===== src/rtl/store64_stream.sv =====
// store64_stream: serializes 64-bit little-endian Keccak lanes into exactly i_len output bytes.
// Ports:
//   i_clk, i_rst                     clock and synchronous active-high reset
//   i_start, i_len                   request pulse and byte count, taken only in IDLE
//   i_lane_valid, i_lane, o_lane_ready   lane input handshake
//   o_byte_valid, o_byte, o_byte_last, i_byte_ready   byte output handshake
//   o_busy, o_done                   not-idle flag and one-cycle completion pulse
module store64_stream #(
    parameter int BW_DATA = 64,
    parameter int BW_BYTE = 8,
    parameter int BW_LEN  = 16
) (
    input  logic               i_clk,
    input  logic               i_rst,
    input  logic               i_start,
    input  logic [BW_LEN-1:0]  i_len,
    input  logic               i_lane_valid,
    input  logic [BW_DATA-1:0] i_lane,
    output logic               o_lane_ready,
    output logic               o_byte_valid,
    output logic [BW_BYTE-1:0] o_byte,
    output logic               o_byte_last,
    input  logic               i_byte_ready,
    output logic               o_busy,
    output logic               o_done
);
    typedef enum logic [1:0] {IDLE, LOAD, EMIT, DONE} state_t;
    state_t             state_q, state_d;
    logic [BW_LEN-1:0]  rem_q, rem_d;
    logic [2:0]         idx_q, idx_d;
    logic [BW_DATA-1:0] shreg_q, shreg_d;
    always_comb begin
        state_d = state_q;
        rem_d   = rem_q;
        idx_d   = idx_q;
        shreg_d = shreg_q;
        unique case (state_q)
            IDLE: if (i_start) begin
                state_d = (i_len == '0) ? DONE : LOAD;
                rem_d   = i_len;
            end
            LOAD: if (i_lane_valid) begin
                shreg_d = i_lane;
                idx_d   = 3'd0;
                state_d = EMIT;
            end
            // Finishing the request takes priority over fetching another lane,
            // so surplus bytes of a partial final lane are simply dropped.
            EMIT: if (i_byte_ready) begin
                shreg_d = shreg_q >> BW_BYTE;
                idx_d   = idx_q + 3'd1;
                rem_d   = rem_q - BW_LEN'(1);
                state_d = (rem_q == BW_LEN'(1)) ? DONE : (idx_q == 3'd7) ? LOAD : EMIT;
            end
            DONE: state_d = IDLE;
            default: state_d = IDLE;
        endcase
    end
    always_ff @(posedge i_clk) begin
        if (i_rst) begin
            state_q <= IDLE;
            rem_q   <= '0;
            idx_q   <= '0;
            shreg_q <= '0;
        end else begin
            state_q <= state_d;
            rem_q   <= rem_d;
            idx_q   <= idx_d;
            shreg_q <= shreg_d;
        end
    end
    assign o_lane_ready = state_q == LOAD;
    assign o_byte_valid = state_q == EMIT;
    assign o_byte       = (state_q == EMIT) ? shreg_q[BW_BYTE-1:0] : '0;
    assign o_byte_last  = (state_q == EMIT) && (rem_q == BW_LEN'(1));
    assign o_busy       = state_q != IDLE;
    assign o_done       = state_q == DONE;
endmodule


===== config.mk =====
export PLATFORM = sky130hd
export DESIGN_NAME = store64_stream
export DESIGN_NICKNAME = d
export VERILOG_FILES = /design/src/rtl/store64_stream.sv
export SDC_FILE = /design/constraint.sdc
export NUM_CORES = 1
export LEC_CHECK = 0
export ABC_AREA = 1
export BUFFER_PORTS_ARGS = -buffer_cell sky130_fd_sc_hd__buf_2
export CAP_MARGIN = 0
export CORE_UTILIZATION = 54
export DETAILED_ROUTE_END_ITERATION = 10
export GPL_TIMING_DRIVEN = 0
export PLACE_DENSITY = 0.85
export SLEW_MARGIN = 20
export SYNTH_ARGS = -nofsm -noshare
export SYNTH_HDL_FRONTEND = slang
export SYNTH_SLANG_ARGS = --single-unit

===== constraint.sdc =====
create_clock -name i_clk -period 1.6 [get_ports i_clk]
set_input_delay 0.08 -clock i_clk [delete_from_list [all_inputs] [get_ports i_clk]]
set_output_delay 0.08 -clock i_clk [all_outputs]
set_load 0.03 [all_outputs]

==> flow_summary.yaml <==
outcome:
  status: "finished clean"
timing:
  post-route-period-util_pct: 98.9
  drv_slew: 0
  finalCriticalPeriod_ns: 1.58
  setup_viol: 0
  worst_clock_skew_ns: 0.00510
  worst-slew-pin-transition_ns: 0.597
  layout_setup_ws_ns: 0.0171
  fmax_mhz: 632
  hold_viol: 0
  rsz0062_at_grt: "yes"
  slew-limit-headroom_pct: 60.2
  tns_ns: 0
  whs_ns: 0.00700
critical_path:
  arrival_ns: 1.50
  critical_path.max_fanout: 6
  r2r_start: "state_q[0]"
  critPathLaunch: "state_q[0]"
  endpoint_kind: "output port"
  r2r_end: "shreg_q[22]"
  crit_required_ns: 1.52
  start_kind: "register"
  path_class: "reg -> out"
  r2r_cells: 9
  r2r_slack_ns: 0.04
logic_synthesis:
  ys.flop_type: "dfxtp_1"
  synth_top_area_share_pct: 40.9
  yosys.area.top_type: "dfxtp_1"
  ys.warnings.count: 0
  ys_ff_latch: 85
  ys_top_cells_by_count: "nand2_1 (189), dfxtp_1 (85), o21ai_0 (58)"
  synthArstFlopShare_pct: 0
  ys_types: 28
  synth_cells: 617
  syn-cell-area_um2: 4160
  seq_area_frac_synth_pct: 40.9
  avgSynthCellArea_um2: 6.74
  syn_nets: 706
  ys_top_cells_by_area: "dfxtp_1 (41%), nand2_1 (17%), a31oi_1 (8.6%), o21ai_0 (7.0%), nor2_1 (4.4%)"
  synth_most_common_cell: "nand2_1"
  synth_edf_count: 0
placement:
  dpl.hpwl_mm: 9.25
  port_buffers: 96
  pre_cts_ws_ns: -0.221
  gp_congestion: 0.939
routing:
  post-route-drc-count: 0
  drt_first_pass_iters: 5
  drt-initial-drc-count: 385
  ant_nets: 0
  vias: 5018
  via_per_inst: 5.68
  routed_wl_mm: 14.2
  wire_per_inst_um: 16.1
cts:
  clock_path_buffers: 2
  clkSlewWorstSetupHoldPaths_ns: 0.08
  root_buffer: "clkbuf_8"
  htreeDepth: 3
  cts_tree: "yes"
  clock_latency_ns: 0.35
  numCtsBuffers: 9
  clock_sinks: 85
min_path:
  min_path_type: "in -> reg"
  holdPathEnd: "shreg_q[35]"
  min-delay-start: "i_lane[35]"
  worstHoldPathCells: 3
global_routing:
  grt_max_degree: 15
  gr-usage-all-layers_pct: 34.2
  antenna_found_initial: 0
  grt_pass1_vias: 4781
  grt_remaining_overflow: 0
  grt_pass1_wl_mm: 22.0
final_layout:
  utilization_pct: 78.1
  nFillCells: 523
  drive_gt1_share_pct: 24.0
  area_delta_synth_final_pct: 37.7
  multi_input_area_um2: 2200
  diodes: 0
  nets: 869
  final-seq-area_um2: 1710
die:
  die_w_um: 89.7
  rows: 31
  start_util_pct: 56.7
  dieArea_um2: 8050
  dieHeight_um: 89.7
  core_um2: 7330
  io_pins: 98
power_and_ir_drop:
  power.leakage_uw: 0.00254
  powerDensity_nw_per_um2: 1740
  ir_worst_vdd_uv: 1140
job:
  drv_cap: 0
[report_power, final]
part | internal, µW | switching, µW | leakage [µW]
sequential | 2900 | 543 | 0.000699
clock | 719 | 776 | 0.0000850
combinational | 1840 | 3200 | 0.00176
[worst max-delay path by stage]
stage / cells after the start / end
floorplan: 7 / shreg_q[0]
global placement: 6 / o_byte[2]
detailed placement: 6 / o_byte[7]
CTS: 7 / o_byte[3]
global route: 7 / o_byte[5]
finish: 6 / o_byte[5]
[layout by cell type (no fill, tap or decap), drive strengths merged, types with 2 or more instances in the layout]
cell / Yosys / routed
nand4: 2 / 2
a31oi: 57 / 57
nand2: 190 / 190
nor3: 4 / 4
nor2: 52 / 52
dfxtp: 85 / 85
buf: 22 / 127
clkinvlp: 0 / 3
nand3: 28 / 28
o21ai: 74 / 74
ha: 4 / 4
clkbuf: 19 / 34
dlygate4sd3: 0 / 41
inv: 44 / 46
nand3b: 2 / 2
a21oi: 31 / 31
[cell families (layout without fill, tap and decap cells)]
family	Yosys count	in the layout	share of synthesized area (%)
simple gates	279	279	27.3
compound gates	164	164	21.5
flops	85	85	40.9
fa+ha+maj	4	4	1.20
buf+inv	85	252	9.00
[flip-flops by register name (all words and copies together) (netlist names)]
| name | flops |
|---|---|
| rem_q | 16 |
| shreg_q | 64 |
| idx_q | 3 |
| state_q | 2 |
[worst max-delay path: stages (launching register included)]
cell and delay [ns]:
dfxtp_4 0.38, nor2_8 0.17, inv_8 0.07, buf_12 0.14
clkbuf_16 0.16, nor2_4 0.09, buf_6 0.13
[routing by layer]
| layer | up-vias | wire, µm | track usage (%) |
|---|---|---|---|
| met3 | 57 | 1230 | 6.85 |
| met2 | 290 | 6840 | 59.4 |
| met5 | - | 0 | 0 |
| met1 | 2290 | 5640 | 40.8 |
| li1 | 2381 | - | - |
| met4 | 0 | 524 | 15.3 |
[area by class of cell]
type | instances | share of cell area, %
multi-input combinational | 447 | 38.4
sequential | 85 | 29.8
timing repair buffer | 152 | 18.5
buffer | 40 | 4.59
inverter | 44 | 3.10
clock buffer | 10 | 2.23
tap | 99 | 2.16
clock inverter | 5 | 1.07
timing repair inverter | 1 | 0.109
[per-stage QoR]
step | power, µW | instance area, µm² | cells
finish | 9980 | 5720 | 883
global route | 10600 | 5720 | 883
CTS | 9290 | 5510 | 875
detailed placement | 7480 | 4760 | 812
global placement | 7330 | 4760 | 812
floorplan | 6280 | 4160 | 617
[repair_timing]
action	4_1_cts	5_1_grt
resized for setup	35	53
setup buffers	6	7
pin swaps	4	7
gates cloned	1	2
endpoints found under the setup margin	88	88
endpoints found under the hold margin	41	0
hold buffers	41	0
Power figures use the tool's default switching activity.
